File: config.mk
export PLATFORM = sky130hd
export DESIGN_NAME = core_mmio_timer
export DESIGN_NICKNAME = d
export VERILOG_FILES = /design/src/rtl/core_mmio_timer.sv
export VERILOG_INCLUDE_DIRS = /design/src /design/src/rtl
export SDC_FILE = /design/constraint.sdc
export NUM_CORES = 1
export LEC_CHECK = 0
export BUFFER_PORTS_ARGS = -buffer_cell sky130_fd_sc_hd__buf_2
export CAP_MARGIN = 5
export CELL_PAD_IN_SITES_DETAIL_PLACEMENT = 1
export CELL_PAD_IN_SITES_GLOBAL_PLACEMENT = 2
export CORE_UTILIZATION = 36
export CTS_CLUSTER_SIZE = 14
export DETAILED_ROUTE_END_ITERATION = 8
export PLACE_DENSITY = 0.93
export RECOVER_POWER = 25
export SETUP_SLACK_MARGIN = 0.1
export SLEW_MARGIN = 10
export SYNTH_ARGS = -nofsm -noshare
export SYNTH_HDL_FRONTEND = slang
export SYNTH_SLANG_ARGS = --single-unit
File: constraint.sdc
create_clock -name g_clk -period 4.52 [get_ports g_clk]
set_input_delay 0.904 -clock g_clk [delete_from_list [all_inputs] [get_ports g_clk]]
set_output_delay 0.904 -clock g_clk [all_outputs]
set_load 0.02 [all_outputs]
File: src/rtl/core_common.svh
// Register map shared by core blocks: timer register offsets, ctrl field layout, window size.
// Included inside module bodies so the names stay local to each including module.
localparam logic [4:0]  TIM_OFF_MTIME    = 5'h00;
localparam logic [4:0]  TIM_OFF_MTIMECMP = 5'h08;
localparam logic [4:0]  TIM_OFF_CTRL     = 5'h10;
localparam int unsigned TIM_WIN_BYTES    = 32;
localparam int unsigned TIM_CTRL_EN_BIT  = 0;
localparam int unsigned TIM_CTRL_DIV_LSB = 8;
localparam int unsigned TIM_CTRL_DIV_W   = 8;

File: src/rtl/core_mmio_timer.sv
// Memory-mapped machine timer (mtime/mtimecmp/ctrl) on a zero-wait-state dmem port.
// Define TIMER_PRESCALE_EN to enable the 8-bit tick prescaler controlled by ctrl.DIV.
module core_mmio_timer #(
  parameter logic [63:0] BASE_ADDR = 64'h0000_0000_0200_0000
) (
  input  logic        g_clk,
  input  logic        g_resetn,
  input  logic        dmem_req,
  input  logic [63:0] dmem_addr,
  input  logic        dmem_wen,
  input  logic [7:0]  dmem_strb,
  input  logic [63:0] dmem_wdata,
  output logic        dmem_gnt,
  output logic        dmem_err,
  output logic [63:0] dmem_rdata,
  output logic        tim_int
);
  `include "core_common.svh"

  function automatic logic [63:0] strb_merge(input logic [63:0] old_v,
                                             input logic [63:0] new_v,
                                             input logic [7:0]  strb);
    logic [63:0] r;
    r = old_v;
    for (int i = 0; i < 8; i++)
      if (strb[i]) r[i*8 +: 8] = new_v[i*8 +: 8];
    return r;
  endfunction

  logic [63:0] mtime_q, mtime_d;
  logic [63:0] mtimecmp_q, mtimecmp_d;
  logic        en_q, en_d;
  logic [63:0] rdata_q, rdata_d;
  logic        err_q, err_d;
  logic        tim_int_q, tim_int_d;
`ifdef TIMER_PRESCALE_EN
  logic [TIM_CTRL_DIV_W-1:0] div_q, div_d;
  logic [TIM_CTRL_DIV_W-1:0] pscnt_q, pscnt_d;
`endif

  logic [63:0] off;
  logic        win_hit, sel_mtime, sel_cmp, sel_ctrl, acc_ok, ctrl_wr, tick;
  logic [63:0] ctrl_rd, rd_mux;

  assign dmem_gnt   = dmem_req;
  assign dmem_err   = err_q;
  assign dmem_rdata = rdata_q;
  assign tim_int    = tim_int_q;

  always_comb begin
    off       = dmem_addr - BASE_ADDR;
    win_hit   = (dmem_addr >= BASE_ADDR) && (off < 64'(TIM_WIN_BYTES));
    // Exact 5-bit offset match also rejects misaligned addresses.
    sel_mtime = win_hit && (off[4:0] == TIM_OFF_MTIME);
    sel_cmp   = win_hit && (off[4:0] == TIM_OFF_MTIMECMP);
    sel_ctrl  = win_hit && (off[4:0] == TIM_OFF_CTRL);
    acc_ok    = sel_mtime || sel_cmp || sel_ctrl;
    ctrl_wr   = dmem_req && dmem_wen && sel_ctrl;

    ctrl_rd = '0;
    ctrl_rd[TIM_CTRL_EN_BIT] = en_q;
`ifdef TIMER_PRESCALE_EN
    ctrl_rd[TIM_CTRL_DIV_LSB +: TIM_CTRL_DIV_W] = div_q;
    tick = en_q && (pscnt_q == div_q);
`else
    // No prescaler: DIV is not stored and reads back as zero.
    ctrl_rd[TIM_CTRL_DIV_LSB +: TIM_CTRL_DIV_W] = '0;
    tick = en_q;
`endif

    rd_mux = sel_mtime ? mtime_q : sel_cmp ? mtimecmp_q : ctrl_rd;

    mtime_d    = mtime_q + 64'(tick);
    mtimecmp_d = mtimecmp_q;
    en_d       = en_q;
    rdata_d    = rdata_q;
    err_d      = err_q;
`ifdef TIMER_PRESCALE_EN
    div_d      = div_q;
`endif

    if (dmem_req) begin
      err_d   = !acc_ok;
      rdata_d = '0;
      if (acc_ok) begin
        if (!dmem_wen) begin
          rdata_d = rd_mux;
        end else begin
          // A bus write to mtime overrides the same-cycle tick.
          if (sel_mtime) mtime_d    = strb_merge(mtime_q, dmem_wdata, dmem_strb);
          if (sel_cmp)   mtimecmp_d = strb_merge(mtimecmp_q, dmem_wdata, dmem_strb);
          if (ctrl_wr && dmem_strb[TIM_CTRL_EN_BIT/8])
            en_d = dmem_wdata[TIM_CTRL_EN_BIT];
`ifdef TIMER_PRESCALE_EN
          if (ctrl_wr && dmem_strb[TIM_CTRL_DIV_LSB/8])
            div_d = dmem_wdata[TIM_CTRL_DIV_LSB +: TIM_CTRL_DIV_W];
`endif
        end
      end
    end

`ifdef TIMER_PRESCALE_EN
    pscnt_d = (ctrl_wr || !en_q || tick) ? '0 : pscnt_q + 1'b1;
`endif
    tim_int_d = (mtime_d >= mtimecmp_d);
  end

  always_ff @(posedge g_clk or negedge g_resetn) begin
    if (!g_resetn) begin
      mtime_q    <= '0;
      mtimecmp_q <= '1;
      en_q       <= 1'b0;
      rdata_q    <= '0;
      err_q      <= 1'b0;
      tim_int_q  <= 1'b0;
`ifdef TIMER_PRESCALE_EN
      div_q      <= '0;
      pscnt_q    <= '0;
`endif
    end else begin
      mtime_q    <= mtime_d;
      mtimecmp_q <= mtimecmp_d;
      en_q       <= en_d;
      rdata_q    <= rdata_d;
      err_q      <= err_d;
      tim_int_q  <= tim_int_d;
`ifdef TIMER_PRESCALE_EN
      div_q      <= div_d;
      pscnt_q    <= pscnt_d;
`endif
    end
  end

endmodule

==> run summary <==
Top delay family on crit path: compound AO/OA/AOI/OAI gates
status: complete, but fails checks
grt ovf: 0
mapped cell area: 12,700 um2
Net Count, Synth: 1,504
DIE AREA: 36,100 um2
Area after DPL: 15,500 um2
top cells by area, synth: dfrtp_1 (26%), dfstp_2 (13%), mux2i_1 (10%)
register area: 4960 um2
Final Core Density: 47.2%
vias in the first global route: 12,952
Worst-Skew Late Latency: 460 ps
Total GRT Usage: 25.6%
most common cell type on the critical path: o211ai_1
share of layout cells above drive strength 1: 36.8%
critical path's slowest cell: or3_4
Die H: 190 um
number of top-level pins: 207
WS Path Type: primary input to register
crit-path max cell delay: 390 ps
CTS clk-pin slew, worst paths: 70 ps
fmax: 203 MHz
htree depth: 4
Die X: 190 um
First DRT Iteration DRCs: 642
Clock Skew: 21.5 ps
final worst setup slack: -412 ps
DR pass1 iterations: 5
CTS tree: built
crit path capture type: register
worst-path fanout max: 6
final std cells w/o fill: 2,130
Primary FF master, synth: dfrtp_1
Mean Syn Cell Area: 9.82 um2
multiplexer share of the synthesized area: 15.9%
# hold bufs at CTS: 0
WL/cell: 21.3 um
cell taking the most area after synthesis: dfrtp_1
CP required: 4850 ps
startpoint types: primary input
Max Cap Viol: 1
Gate Count Post-Synth: 1,297
Final min period: 4930 ps
xor and xnor area share after synthesis: 0.412%
Filler cells: 4,018
hpwl dp: 34,700 um
Synth Area in Simple Gates: 15.3%
Final TNS setup: -412 ps
DRC Markers: 0
failing checks: capacitance limit, slew limit, setup timing
met3 routed wirelength: 1760 um
number of synthesized flops with an enable pin: 0
largest family of logic cells by synthesized area: compound AO/OA/AOI/OAI gates
Final Instance Area: 16,400 um2
synth warn: 0
peak supply drop: 0.268 mV
Num CTS Buffers: 17
Worst Path Buf+Inv: 2
clock root buffer: clkbuf_16
Num Clock Sinks: 195
Distinct cells, synth: 78
WL met1: 20,500 um
CP Cell Sequence: buf_2, nor4_4, nand3b_4, or3_4, o41a_1, a2111oi_4, nand4_2, nor3_4, buf_6, and3_4, mux2i_2, ha_1, a21o_1, a21o_1, a21oi_1, o211ai_1, o211ai_1, o211ai_1, a211oi_2, o21ai_1
total number of vias: 12,028
multi-input logic area: 7260 um2
power density cells: 216 nW/um2
P_leak: 7.25 nW
initial antenna violation count: 3
first-pass GRT wire length: 72,200 um
Yosys top cell area share: 25.7%
Area Growth Syn to Fin: 28.5%
ANT nets after route: 0
placed cells: 2,085
vias per inst: 5.65
drt total wl: 45,300 um
worst hold path type: register to register
core area: 34,700 um2
final hold vios: 0
RSZ-0062 raised after global routing: yes
compound-gate portion of the synthesized area: 16.9%
largest net degree at the start of global routing: 102
max-slew violation total from the final report: 102
final setup vio count: 1
WL met2: 22,100 um
top routing layer in use: met5
hold_ws: 525 ps
clk buf depth: 2
Buffers on Ports: 206
sequential-to-total area share from yosys stat: 38.9%
Rel. slew slack: -83.5%
Async S/R FF share, synth: 100%
Final nets: 1,867
Initial Util: 36.7%
Final Cycle Share: 109%
post-synthesis adder-cell area fraction: 6.58%
Placer Congestion: 0.909
Crit path arrival time: 5260 ps
row cnt: 68
Worst Max-Slew Pin Slew: 2750 ps
#FFs+latches synth: 195
worst reg2reg max path: stages (launching register included):
cell and delay (ps):
dfrtp_1 390, ha_1 230, ha_1 280, and4_1 370
nand2_1 140, buf_4 200, nor3_1 330, and2_1 280
and3_1 290, nand2_1 90, o21ai_1 90, a21oi_1 90
a221oi_1 300, ha_1 320, a21o_1 180, a21oi_1 170
o21ai_2 130, a211oi_2 290, o21ai_1 90
cell families after synthesis:
group / count (synthesis)
AO/OA/AOI/OAI: 321
XOR/XNOR: 6
adder cells (fa/ha/maj): 67
buffers and inverters: 168
flip-flops: 195
multiplexers: 194
AND/OR/NAND/NOR: 346
final cells by class:
cell class                      count  area share, %
Tap cell                          455           3.48
Inverter                          104           2.38
Sequential cell                   195           30.3
Clock buffer                       20           2.73
Antenna cell                        2         0.0306
Clock inverter                     12          0.596
Timing Repair Buffer              408           16.1
Multi-Input combinational cell    934           44.4
path summary, 6_finish.rpt:
check,slack (ps),start,cells after the start,to
hold / removal,520,dmem_rdata[55],2,dmem_rdata[55]
min in group asynchronous,1270,g_resetn,1,dmem_rdata[55]
setup / recovery,-410,dmem_addr[32],20,tim_int
max in group asynchronous,690,g_resetn,2,mtime_q[35]
hold reg to reg,520,dmem_rdata[55],2,dmem_rdata[55]
setup reg to reg,140,mtime_q[0],18,tim_int
cells in the final DEF (no fill, tap or decap), types with 6 or more instances in the layout:
cell type  count
a21oi_1       69
and3_1        29
nor2_1        53
mux2_1        16
mux2_2        48
clkbuf_16     17
mux2i_1      128
o21ai_1       27
a221oi_1      11
dfrtp_1      131
nor3_1        24
o22ai_1       76
a21o_1        22
and2_1        12
nand4_1       28
buf_12         6
buf_2        204
nand3_1       35
o21a_1         7
nor4_1        23
ha_1          65
nor3_2         8
buf_4        191
a21boi_0       9
nor2b_1        8
inv_1        104
o211ai_1       7
nor3b_1        6
o32ai_1        9
dfstp_2       64
o21ai_0       28
nand2_1       60
and4_1        10
power by group:
group | switching [mW] | leakage (nW) | total, mW | internal, mW
Clock | 0.750 | 0.252 | 1.48 | 0.730
Sequential | 0.000000000000000701 | 2.31 | 1.75 | 1.75
Combinational | 0.189 | 4.69 | 0.310 | 0.121
per-layer routing:
metal | up-vias | GRT usage [%]
met4 | 2 | 7.57
met5 | - | 0
met2 | 271 | 43.1
met3 | 57 | 3.98
li1 | 5601 | -
met1 | 6097 | 33.7
synth_stat cells (12+ instances only):
| master | count |
|---|---|
| nand3_1 | 36 |
| o21ai_1 | 21 |
| nand4_1 | 28 |
| mux2_1 | 17 |
| mux2_2 | 48 |
| nor3_1 | 30 |
| buf_4 | 12 |
| dfstp_2 | 64 |
| o22ai_1 | 77 |
| nor2_1 | 54 |
| ha_1 | 67 |
| and3_1 | 32 |
| mux2i_1 | 129 |
| clkbuf_1 | 32 |
| nand2_1 | 61 |
| a21oi_1 | 71 |
| and2_1 | 12 |
| inv_1 | 104 |
| a221oi_1 | 13 |
| dfrtp_1 | 131 |
| a21o_1 | 22 |
| o21ai_0 | 36 |
| nor4_1 | 27 |
flip-flops by register name, summed over array words and instances, names as in the netlist:
register,flops
dmem_rdata,64
tim_int,1
en_q,1
dmem_err,1
mtimecmp_q,64
mtime_q,64
timing repair:
item                                   CTS  global route
pin swaps                               24            15
resized for setup                       34            14
setup endpoints to repair                1             1
setup buffers                            9             2
endpoints found under the hold margin    0             0
metrics by stage:
step	power, mW	setup slack, ps
after floorplan	1.86	-410
after global placement	2.08	-1430
after detailed placement	2.08	-1410
after CTS	3.57	-310
after global routing	3.64	-541
final	3.54	-412
(Power assumes the default switching activity.)
